### config.mk
export PLATFORM = sky130hd
export DESIGN_NAME = frame_render_sequencer
export DESIGN_NICKNAME = d
export VERILOG_FILES = /design/src/rtl/frame_render_sequencer.sv
export SDC_FILE = /design/constraint.sdc
export NUM_CORES = 1
export LEC_CHECK = 0
export CAP_MARGIN = 10
export CORE_ASPECT_RATIO = 1.4
export CORE_MARGIN = 2
export CORE_UTILIZATION = 45
export CTS_BUF_LIST = sky130_fd_sc_hd__clkbuf_8
export DETAILED_ROUTE_END_ITERATION = 12
export PLACE_DENSITY = 0.82
export SYNTH_ARGS = -nofsm -noshare
export SYNTH_HDL_FRONTEND = slang
export SYNTH_SLANG_ARGS = --single-unit
### constraint.sdc
create_clock -name clk -period 5.2 [get_ports clk]
set_input_delay 1.04 -clock clk [delete_from_list [all_inputs] [get_ports clk]]
set_output_delay 1.04 -clock clk [all_outputs]
set_load 0.005 [all_outputs]
### src/rtl/frame_render_sequencer.sv
// Frame-synchronous renderer for the 160x120 framebuffer.
// Each frame_start latches a snapshot of the game state and then raster-scans
// every pixel. For each pixel it looks up the dino sprite ROM, picks the
// highest-priority layer and writes one plot per cycle to the VGA adapter.
module frame_render_sequencer #(
  parameter int         XMAX        = 159,
  parameter int         YMAX        = 119,
  parameter int         ROM_LATENCY = 1,
  parameter int         DINO_LEFT   = 15,
  parameter int         DINO_W      = 10,
  parameter int         DINO_H      = 12,
  parameter int         OBS_W       = 12,
  parameter int         GROUND_TOP  = 105,
  parameter logic [2:0] COL_BG      = 3'b011,
  parameter logic [2:0] COL_GRND    = 3'b110,
  parameter logic [2:0] COL_OBS1    = 3'b100,
  parameter logic [2:0] COL_OBS2    = 3'b101,
  parameter logic [2:0] COL_TRANSP  = 3'b010
) (
  input  logic       clk,
  input  logic       resetn,
  input  logic       frame_start,
  input  logic [7:0] dino_y,
  input  logic [7:0] obs1_x,
  input  logic [7:0] obs2_x,
  input  logic [7:0] obs1_h,
  input  logic [7:0] obs2_h,
  input  logic [8:0] sprite_base,
  output logic [8:0] sprite_addr,
  input  logic [2:0] sprite_color,
  output logic [7:0] x,
  output logic [6:0] y,
  output logic [2:0] color,
  output logic       plot,
  output logic       busy,
  output logic       frame_done,
  output logic       overrun
);

  typedef enum logic [2:0] {IDLE, LATCH, SWEEP, DRAIN, DONE} state_t;

  localparam logic [7:0] XMAX_C       = 8'(XMAX);
  localparam logic [6:0] YMAX_C       = 7'(YMAX);
  // The drain covers the ROM read latency plus the output register, so the
  // last plot is followed directly by the frame_done cycle.
  localparam logic [2:0] DRAIN_LAST   = 3'(ROM_LATENCY);
  localparam logic [8:0] DINO_LEFT_C  = 9'(DINO_LEFT);
  localparam logic [8:0] DINO_RIGHT_C = 9'(DINO_LEFT + DINO_W);
  localparam logic [8:0] DINO_W_C     = 9'(DINO_W);
  localparam logic [8:0] DINO_H_C     = 9'(DINO_H);
  localparam logic [8:0] OBS_W_C      = 9'(OBS_W);
  localparam logic [8:0] GROUND_C     = 9'(GROUND_TOP);
  localparam logic [7:0] GROUND_C8    = 8'(GROUND_TOP);

  state_t     state;
  state_t     state_next;

  logic [7:0] xc;
  logic [6:0] yc;
  logic [2:0] drain_cnt;
  logic       last_coord;

  logic [7:0] dino_y_s;
  logic [7:0] obs1_x_s;
  logic [7:0] obs2_x_s;
  logic [7:0] obs1_h_s;
  logic [7:0] obs2_h_s;
  logic [8:0] base_s;

  logic [8:0] x9;
  logic [8:0] y9;
  logic [8:0] obs1_top;
  logic [8:0] obs2_top;
  logic       in_gnd;
  logic       in_dino;
  logic       in_obs1;
  logic       in_obs2;
  logic       issue;

  // Flag order in each stage: {ground, dino, obs1, obs2}
  logic       vld_p  [1:ROM_LATENCY];
  logic [7:0] x_p    [1:ROM_LATENCY];
  logic [6:0] y_p    [1:ROM_LATENCY];
  logic [3:0] flag_p [1:ROM_LATENCY];
  logic [2:0] pix_color;

  assign last_coord = (xc == XMAX_C) && (yc == YMAX_C);
  assign issue      = (state == SWEEP);

  // State register
  always_ff @(posedge clk) begin
    if (!resetn) state <= IDLE;
    else         state <= state_next;
  end

  // Next-state logic plus the busy / frame_done status decoded from the state
  always_comb begin
    state_next = state;
    busy       = 1'b0;
    frame_done = 1'b0;
    case (state)
      IDLE: begin
        if (frame_start) state_next = LATCH;
      end
      LATCH: begin
        busy       = 1'b1;
        state_next = SWEEP;
      end
      SWEEP: begin
        busy = 1'b1;
        if (last_coord) state_next = DRAIN;
      end
      DRAIN: begin
        busy = 1'b1;
        if (drain_cnt == DRAIN_LAST) state_next = DONE;
      end
      DONE: begin
        frame_done = 1'b1;
        state_next = frame_start ? LATCH : IDLE;
      end
      default: state_next = IDLE;
    endcase
  end

  // Snapshot the game state in LATCH and run the raster / drain counters
  always_ff @(posedge clk) begin
    if (!resetn) begin
      xc        <= '0;
      yc        <= '0;
      drain_cnt <= '0;
      dino_y_s  <= '0;
      obs1_x_s  <= '0;
      obs2_x_s  <= '0;
      obs1_h_s  <= '0;
      obs2_h_s  <= '0;
      base_s    <= '0;
    end else begin
      case (state)
        LATCH: begin
          dino_y_s <= dino_y;
          obs1_x_s <= obs1_x;
          obs2_x_s <= obs2_x;
          obs1_h_s <= obs1_h;
          obs2_h_s <= obs2_h;
          base_s   <= sprite_base;
          xc       <= '0;
          yc       <= '0;
        end
        SWEEP: begin
          drain_cnt <= '0;
          if (xc == XMAX_C) begin
            xc <= '0;
            yc <= yc + 7'd1;
          end else begin
            xc <= xc + 8'd1;
          end
        end
        DRAIN: drain_cnt <= drain_cnt + 3'd1;
        default: ;
      endcase
    end
  end

  // Sticky overrun: a new request while a frame is still in flight
  always_ff @(posedge clk) begin
    if (!resetn)                 overrun <= 1'b0;
    else if (frame_start && busy) overrun <= 1'b1;
  end

  // Stage 0: region tests in 9-bit arithmetic so edge obstacles never wrap,
  // and the sprite address for the current coordinate
  always_comb begin
    x9       = {1'b0, xc};
    y9       = {2'b0, yc};
    obs1_top = (obs1_h_s >= GROUND_C8) ? 9'd0 : GROUND_C - {1'b0, obs1_h_s};
    obs2_top = (obs2_h_s >= GROUND_C8) ? 9'd0 : GROUND_C - {1'b0, obs2_h_s};
    in_gnd   = (y9 >= GROUND_C);
    in_dino  = (x9 >= DINO_LEFT_C) && (x9 < DINO_RIGHT_C) &&
               (y9 >= {1'b0, dino_y_s}) && (y9 < ({1'b0, dino_y_s} + DINO_H_C));
    in_obs1  = (obs1_h_s != 8'd0) &&
               (x9 >= {1'b0, obs1_x_s}) && (x9 < ({1'b0, obs1_x_s} + OBS_W_C)) &&
               (y9 >= obs1_top) && (y9 < GROUND_C);
    in_obs2  = (obs2_h_s != 8'd0) &&
               (x9 >= {1'b0, obs2_x_s}) && (x9 < ({1'b0, obs2_x_s} + OBS_W_C)) &&
               (y9 >= obs2_top) && (y9 < GROUND_C);
    sprite_addr = 9'd0;
    if (issue)
      sprite_addr = base_s + (x9 - DINO_LEFT_C) + (y9 - {1'b0, dino_y_s}) * DINO_W_C;
  end

  // Delay coordinates and region flags alongside the sprite ROM read
  always_ff @(posedge clk) begin
    if (!resetn) begin
      for (int i = 1; i <= ROM_LATENCY; i++) begin
        vld_p[i]  <= 1'b0;
        x_p[i]    <= '0;
        y_p[i]    <= '0;
        flag_p[i] <= '0;
      end
    end else begin
      vld_p[1]  <= issue;
      x_p[1]    <= xc;
      y_p[1]    <= yc;
      flag_p[1] <= {in_gnd, in_dino, in_obs1, in_obs2};
      for (int i = 2; i <= ROM_LATENCY; i++) begin
        vld_p[i]  <= vld_p[i-1];
        x_p[i]    <= x_p[i-1];
        y_p[i]    <= y_p[i-1];
        flag_p[i] <= flag_p[i-1];
      end
    end
  end

  // Layer priority: ground, opaque dino pixel, obstacle 1, obstacle 2, background
  always_comb begin
    pix_color = COL_BG;
    if (flag_p[ROM_LATENCY][3])                                         pix_color = COL_GRND;
    else if (flag_p[ROM_LATENCY][2] && (sprite_color != COL_TRANSP))    pix_color = sprite_color;
    else if (flag_p[ROM_LATENCY][1])                                    pix_color = COL_OBS1;
    else if (flag_p[ROM_LATENCY][0])                                    pix_color = COL_OBS2;
  end

  // Registered plot port; x/y/color hold their value while no plot is issued
  always_ff @(posedge clk) begin
    if (!resetn) begin
      x     <= '0;
      y     <= '0;
      color <= COL_BG;
      plot  <= 1'b0;
    end else if (vld_p[ROM_LATENCY]) begin
      x     <= x_p[ROM_LATENCY];
      y     <= y_p[ROM_LATENCY];
      color <= pix_color;
      plot  <= 1'b1;
    end else begin
      plot  <= 1'b0;
    end
  end

endmodule

Word level (Yosys, flattened, before mapping). Memories as Yosys holds them, arrays and structs flattened. A register that Yosys moved wholly into a read port is not among the register bits. Cells that the tools add are included.

Output and inout port bits: 31. Input port bits: 55. Bits in registers: 75. Bits in writable memories: 20. Memories kept: 4. Logic and storage cells: 110.

Memory list: x_p (depth 1, width 8, read ports 1, clocked after Yosys merged registers in 1, wr ports 1, line 82) `logic [7:0] x_p [1:ROM_LATENCY];`; y_p (depth 1, width 7, read ports 1, clocked after Yosys merged registers in 1, wr ports 1, line 83) `logic [6:0] y_p [1:ROM_LATENCY];`; flag_p (depth 1, width 4, read ports 1, clocked after Yosys merged registers in 0, wr ports 1, line 84) `logic [3:0] flag_p [1:ROM_LATENCY];`; vld_p (depth 1, width 1, read ports 1, clocked after Yosys merged registers in 0, wr ports 1, line 81) `logic vld_p [1:ROM_LATENCY];`.

Magnitude comparators: 14. Multipliers: 1. $add $sub $neg: 12. Equal/unequal tests: 12. Mux-type cells: 26. Reduce and logical (&&, ||, !) cells: 24. Bitwise logic cells: 4.

Operator list (number): $add A8 B4 Y9 const B (3); $mux W9 (3); $mux W3 (7); $add A9 B9 Y9 (2); $ge A7 B9 Y1 (2); $lt A8 B9 Y1 (2); $sub A7 B8 Y9 const A (2); $ge A8 B7 Y1 const B (2); $ge A8 B8 Y1 (2); $mux W8 (2); $pmux W8 S2 (1); $reduce_bool A8 Y1 (2); $pmux W3 S5 (1); $logic_and A1 B1 Y1 (14); $mux W7 (2); $pmux W7 S2 (1); $lt A7 B9 Y1 (1); $mul A9 B3 Y8 const B (1); $sub A7 B8 Y9 (1); $sub A8 B4 Y9 const B (1); $add A8 B1 Y8 const B (1); $eq A8 B8 Y1 const B (1); $ge A7 B8 Y1 (1); $ge A8 B4 Y1 const B (1); other kinds (22) (37).

Logic depth before layout (Yosys ltp). Gate-level depths: netlist of run 1.

Depth after elaboration: 6. Mapped depth: 20. Mapped depth without buffers: 20.

Least setup slack after synthesis of run 1. No wires, ideal clock.

Path type: reg2out. Start point: reg yc[0]. End point: out sprite_addr[8]. Buffers on the path: 0. Arrival: 4.114 ns. Setup slack: 0.046 ns. Data required time: 4.160 ns. Stages on the path, launching flop included: 21. Cell sequence: dfxtp_1 > inv_1 > ha_1 > inv_1 > fa_1 > a21o_2 > a21oi_1 > xnor2_1 > ha_1 > ha_1 > a21o_1 > a21oi_1 > xor2_1 > fa_1 > xnor2_1 > xnor2_1 > xnor2_1 > xnor2_1 > xnor3_1 > xnor2_1 > nor2_1.

Cells in the longest elaborated chain, start to end: 4.

Ends and longest elaborated chain: start, declared (line 59) `logic [6:0] yc;`; start signal, assigned (line 153) `yc <= yc + 7'd1;`; $sub A7 B8 Y9 (line 188) `sprite_addr = base_s + (x9 - DINO_LEFT_C) + (y9 - {1'b0, dino_y_s}) * DINO_W_C;`; $mul A9 B3 Y8 (line 188); $add A9 B9 Y9 (line 188); $mux W9 (line 187) `if (issue)`; end, declared (line 29) `output logic [8:0] sprite_addr,`.

Every way passes these cells.

Final worst setup path of run 1. Ends and elaborated chain as after synthesis.

==> flow_summary.yaml, run 1 <==
logic_synthesis:
  synth_top_area_share_pct: 32.5
  ys_seq_area_share_pct: 32.5
  ys.flop_type: "dfxtp_1"
  synth_simple_gate_area_share_pct: 18.1
  synth_top_area_cell: "dfxtp_1"
  synth_edf_count: 0
  synthTopCellsByArea: "dfxtp_1, ha_1, nand2_1"
  synth_compound_area_share_pct: 16.5
  synth-xor-area-share_pct: 5.37
  syn-num-nets: 966
  ys_ff_latch: 110
  synthTopCellsByCount: "nand2_1, dfxtp_1, ha_1"
  muxShareOfSynthArea_pct: 2.21
  yosys_warnings: 0
  async_reset_ff_share_pct: 0
  synth_top_family_by_area: "adder cells"
  synth.most_common_cell: "nand2_1"
  synth_area_mm2: 0.00678
  avgSynthCellArea_um2: 8.34
  syn_inst: 813
  synthAdderAreaFrac_pct: 19.2
  synth_cell_types: 57
power_and_ir_drop:
  internal_power_mw: 2.57
  p_sw_share_pct: 40.5
  p_seq_share_pct: 24.6
  max-vdd-ir-drop_uv: 453
  share_comb_of_total_power_pct: 63.9
  switchingPower_mw: 1.75
  leakagePower_nw: 3.64
  powerDensity_mw_per_mm2: 510
  p_clk_share_pct: 11.5
clocking:
  cts_made_buffers: 9
  clock_sinks: 110
  cts_buffer_depth: 2
  insertion_delay_ns: 0.39
  cts.htree.levels: 3
  hold_buffers: 0
  cts_tree: "done"
  cts_root_buf: "clkbuf_8"
  clk_pin_slew_ns: 0.11
cells_and_area:
  drive_above_1_share_pct: 11.8
  fin_cells: 1128
  design_area_mm2: 0.00848
  fill_cells: 1291
  num-nets-final: 1084
  antenna_cells: 0
  area_delta_synth_final_pct: 25.0
hold_path:
  hold_end: "base_s[7]"
  min_delay_path_depth: 2
  min_from: "base_s[7]"
  hp-class: "reg -> reg"
global_route:
  overflow: 0
  grt_pass1_vias: 5769
  grt_usage_pct: 20.3
  grt_pass1_wl_um: 26100
  antenna_found_initial: 0
  grt_max_degree: 60
timing:
  rsz0062_at_grt: "yes"
  drv_slew: 0
  whs_ns: 0.462
  setup_ws_ns: -0.441
  slew_headroom_pct: 32.1
  hold_viol: 0
  fin_tns_setup_ns: -0.743
  post-route-period-util_pct: 108
  fmax_mhz: 177
  worst_pin_slew_ns: 1.02
  fin_skew_ns: 0.0146
  setup_viol: 2
  fin_crit_ns: 5.64
die:
  die_w_um: 108
  core_area_mm2: 0.0149
  num_rows: 53
  initial_utilization_pct: 45.7
  fp.dieH_um: 149
  die_area_mm2: 0.0161
  io-pin-count: 86
status:
  violations: "setup timing"
  status: "finished with violations"
routing:
  wl_met2_um: 8250
  remaining_drc_errors: 0
  drt_iter0_markers: 259
  dr.pass1.iters: 4
  ant_nets: 0
  vias_per_cell: 5.22
  wl_per_cell_um: 14.2
  drt-met1-wl_um: 6350
  routed_wl_um: 16000
  num_vias: 5889
  dr.max_layer_used: "met4"
  wl_met3_um: 739
place:
  gp_congestion: 0.880
  dp_cells: 1106
  dpl.hpwl_um: 12000
  port_buffers: 85
  place_ws_ns: -0.571
  place_area_mm2: 0.00810
setup_path:
  path_class: "reg -> out"
  cp_cell_sequence: "inv_2, ha_4, inv_2, fa_2, a21o_4, a21oi_4, o21bai_1, a21oi_1, xnor2_1, ha_1, ha_1, xor2_1, fa_2, xnor2_2, xnor2_1, xnor2_1, xnor2_1, xnor3_1, xnor2_1, nor2_1, buf_2"
  r2r_start: "obs1_h_s[1]"
  r2r_cells: 15
  critPathArrivalTime_ns: 4.60
  path_common_cell: "xnor2_1"
  max_stage_delay_ns: 0.38
  path_max_fanout: 2
  setup.worst_path.start_class: "register"
  cp_data_required_time_ns: 4.16
  cp-end-kind: "output pin"
  r2r_end: "flag_p[1][1]"
  ff2ff_setup_slack_ns: 2.17
  cpMaxStageDelayCell: "fa_2"
run:
  cap_violations: 0
[worst max-delay path, delay by kind of cell, from the launching register on]
kind                       cells  cell delay, ns
AOI/OAI and AO/OA              4            0.64
adders and majority gates      5            1.41
xor gates and xnor gates       8            1.52
and+or+nand+nor                1            0.06
DFF                            1            0.34
buffers and inverters          3            0.26
[cells by family (layout without fill, tap and decap cells)]
| family | after synthesis | after routing |
|---|---|---|
| AO/OA/AOI/OAI | 177 | 177 |
| XOR/XNOR | 40 | 40 |
| adder cells (fa/ha/maj) | 98 | 98 |
| buffers and inverters | 110 | 233 |
| flip-flops | 110 | 110 |
| multiplexers | 15 | 15 |
| AND/OR/NAND/NOR | 263 | 263 |
[state kept, by name, indices dropped and copies added (netlist names), 3 cells and up]
| register | flops |
|---|---|
| yc | 7 |
| dino_y_s | 8 |
| x | 8 |
| color | 3 |
| flag_p | 4 |
| obs1_h_s | 8 |
| base_s | 9 |
| obs2_h_s | 8 |
| obs1_x_s | 8 |
| xc | 8 |
| drain_cnt | 3 |
| y | 7 |
| obs2_x_s | 8 |
| state | 3 |
| y_p | 7 |
| x_p | 8 |
[power by group through the flow]
| stage | clock network (mW) | logic [mW] | registers [mW] |
|---|---|---|---|
| final | 0.498 | 2.76 | 1.06 |
| after global routing | 0.542 | 3.06 | 1.08 |
| after CTS | 0.508 | 2.61 | 1.06 |
| after detailed placement | 0 | 2.41 | 1.08 |
| after global placement | 0 | 2.29 | 1.07 |
| after floorplan | 0 | 1.67 | 1.03 |
[layout make-up]
cell class,count,area (um2),share of cell area [%]
inverter,80,300,3.54
sequential,110,2210,26.0
clock inverter,7,57.6,0.679
timing repair buffer,137,1230,14.5
clock buffer,9,124,1.46
tap,192,240,2.83
multi-input combinational,593,4320,51.0
[worst max path at each step]
stage	startpoint	end	slack (ns)
5_1_grt	yc[0]	sprite_addr[8]	-0.69
6_report	yc[0]	sprite_addr[8]	-0.44
2_1_floorplan	yc[0]	sprite_addr[8]	0.05
3_5_place_dp	yc[0]	sprite_addr[8]	-0.57
3_3_place_gp	yc[0]	sprite_addr[8]	-0.50
4_1_cts	yc[0]	sprite_addr[8]	-0.42
[stage by stage]
| step | power [mW] | util, % |
|---|---|---|
| floorplan | 2.70 | - |
| global placement | 3.37 | 54.6 |
| detailed placement | 3.49 | 54.6 |
| CTS | 4.18 | 56.5 |
| global route | 4.69 | 57.1 |
| finish | 4.32 | 57.1 |
[repair_timing]
action	CTS	global route
endpoints found under the setup margin	5	5
pin swaps	21	25
resized for setup	39	15
buffers inserted	4	2
[layer usage]
| layer | GRT usage (%) | up-vias |
|---|---|---|
| li1 | - | 2967 |
| met1 | 22.2 | 2730 |
| met2 | 37.6 | 153 |
| met3 | 2.75 | 39 |
| met4 | 10.1 | 0 |
| met5 | 0 | - |
[layout by cell type (no fill, tap or decap), drive strengths merged, types with 3 or more instances in the layout]
cell	instances
nand2	129
dfxtp	110
ha	88
inv	84
clkdlybuf4s50	80
a21oi	56
buf	56
nor2	42
o21ai	37
a21boi	30
xnor2	26
and2	18
mux2i	15
a21o	15
nand2b	14
xor2	13
nor2b	12
nor3	12
fa	10
clkbuf	9
nand3	8
o21a	7
nor4	7
a31oi	5
nand4	4
o21bai	3
o22ai	3
and3	3
and4	3
o211ai	3
nand3b	3
a211oi	3
clkinv	3
Power figures use the tool's default switching activity.
==> run 2: changes to the inputs <==
- MAX_ROUTING_LAYER: not set -> met4
==> run 2 against run 1 <==
- the flow still finishes with violations (setup timing)
- total power grew 2.5%
- sequential power barely moved
- sequential share of layout area about the same
- die area did not move
- first-iteration DRC count is 1.2% lower
- critical path depth stayed put
- flip-flop and latch count did not move
- worst hold slack worse by 0.00068 ns
- register-to-register slack improved by 0.07 ns
- combinational power up 3%
- global-route usage grew 0.92 points
- routed wire length up 2.5%
- largest cell class unchanged
- largest power group unchanged
==> flow_summary.yaml, run 2 (synthesized netlist as in run 1, its figures left out) <==
timing:
  hold_viol: 0
  worst_pin_slew_ns: 1.02
  whs_ns: 0.461
  rsz0062_at_grt: "yes"
  drv_slew: 0
  slew_headroom_pct: 32.1
  setup_viol: 2
  setup_ws_ns: -0.539
  fmax_mhz: 174
  fin_crit_ns: 5.74
  fin_skew_ns: 0.0175
  post-route-period-util_pct: 110
setup_path:
  cp-end-kind: "output pin"
  setup.worst_path.start_class: "register"
  cp_data_required_time_ns: 4.16
  critPathArrivalTime_ns: 4.70
  path_max_fanout: 2
  path_class: "reg -> out"
place:
  gp_congestion: 0.911
  port_buffers: 85
  dpl.hpwl_um: 12100
  place_ws_ns: -0.591
  dp_cells: 1105
die:
  initial_utilization_pct: 45.7
  core_area_mm2: 0.0149
  die_w_um: 108
  num_rows: 53
  fp.dieH_um: 149
  io-pin-count: 86
  die_area_mm2: 0.0161
cells_and_area:
  fill_cells: 1296
  num-nets-final: 1083
  area_delta_synth_final_pct: 25.1
  fin_cells: 1127
  top_register: "base_s"
  drive_above_1_share_pct: 12.1
  final_common_cell: "nand2_1"
  antenna_cells: 0
  largest_reg_flops: 9
  final_cell_mix: "nand2_1, dfxtp_1, ha_1"
clocking:
  clock_sinks: 110
  cts_buffer_depth: 2
  hold_buffers: 0
  cts_root_buf: "clkbuf_8"
  cts.htree.levels: 3
  insertion_delay_ns: 0.41
  cts_tree: "done"
  cts_made_buffers: 9
  clk_pin_slew_ns: 0.11
run:
  cap_violations: 0
global_route:
  grt_pass1_wl_um: 26300
  grt_usage_pct: 21.2
  grt_pass1_vias: 5764
  grt_max_degree: 60
  overflow: 0
  antenna_found_initial: 0
power_and_ir_drop:
  max-vdd-ir-drop_uv: 450
  powerDensity_mw_per_mm2: 522
  leakagePower_nw: 3.61
routing:
  drt_iter0_markers: 256
  routed_wl_um: 16400
  dr.pass1.iters: 4
  ant_nets: 0
  vias_per_cell: 5.22
  wl_per_cell_um: 14.6
  num_vias: 5886
  remaining_drc_errors: 0
status:
  status: "finished with violations"
  violations: "setup timing"
hold_path:
  hp-class: "reg -> reg"
run 2: layout make-up:
type	count	area, um2	share of cell area [%]
multi-input combinational	593	4320	51.0
clock buffer	9	124	1.46
inverter	80	300	3.54
clock inverter	7	72.6	0.855
tap	192	240	2.83
sequential	110	2210	26.0
timing repair buffer	136	1220	14.3
run 2: report_power, final:
part,internal (mW),leakage (nW),switching [mW]
clock,0.189,0.0970,0.334
sequential,0.947,0.894,0.115
combinational,1.49,2.62,1.36
total,2.62,3.61,1.81
run 2: path summary, 6_finish.rpt:
check             slack, ns         from        endpoint  cells past startpoint
setup / recovery      -0.54        yc[0]  sprite_addr[8]                     21
hold / removal         0.46    base_s[7]       base_s[7]                      2
setup reg to reg       2.24  obs1_h_s[1]    flag_p[1][1]                     15
hold reg to reg        0.46    base_s[7]       base_s[7]                      2
run 2: layer usage:
metal  vias to the layer above  track usage, %  wire [um]
li1                       2961               -          -
met1                      2726            22.7       6670
met2                       155            37.5       8310
met3                        44            3.06        719
met4                         0            11.2        715
met5                         -               -          0
run 2: what timing repair did:
item                                    in CTS  in global routing
setup buffers                                2                  4
pin swaps                                   28                 22
hold endpoints to repair                     0                  0
endpoints found under the setup margin       5                  4
resized for setup                           43                 12
run 2: per-stage QoR:
| step | cell area (um2) | total power [mW] | util [%] | TNS, ns |
|---|---|---|---|---|
| global route | 8480 | 4.80 | 57.1 | -1.49 |
| global placement | 8100 | 3.36 | 54.5 | -0.673 |
| floorplan | 6780 | 2.70 | - | 0 |
| CTS | 8400 | 4.25 | 56.5 | -0.714 |
| finish | 8480 | 4.43 | 57.1 | -0.872 |
| detailed placement | 8100 | 3.46 | 54.5 | -0.957 |
run 2: worst max-delay path: stages (launching register included):
cell,delay [ns]
dfxtp_2,0.34
inv_2,0.07
ha_4,0.13
inv_2,0.04
fa_2,0.35
a21o_4,0.22
a21oi_4,0.17
o21bai_1,0.09
a21oi_1,0.18
xnor2_1,0.15
ha_1,0.26
ha_1,0.33
xor2_1,0.19
fa_2,0.36
xnor2_2,0.14
xnor2_1,0.20
xnor2_1,0.18
xnor2_1,0.17
xnor3_1,0.35
xnor2_1,0.16
nor2_1,0.06
buf_2,0.15
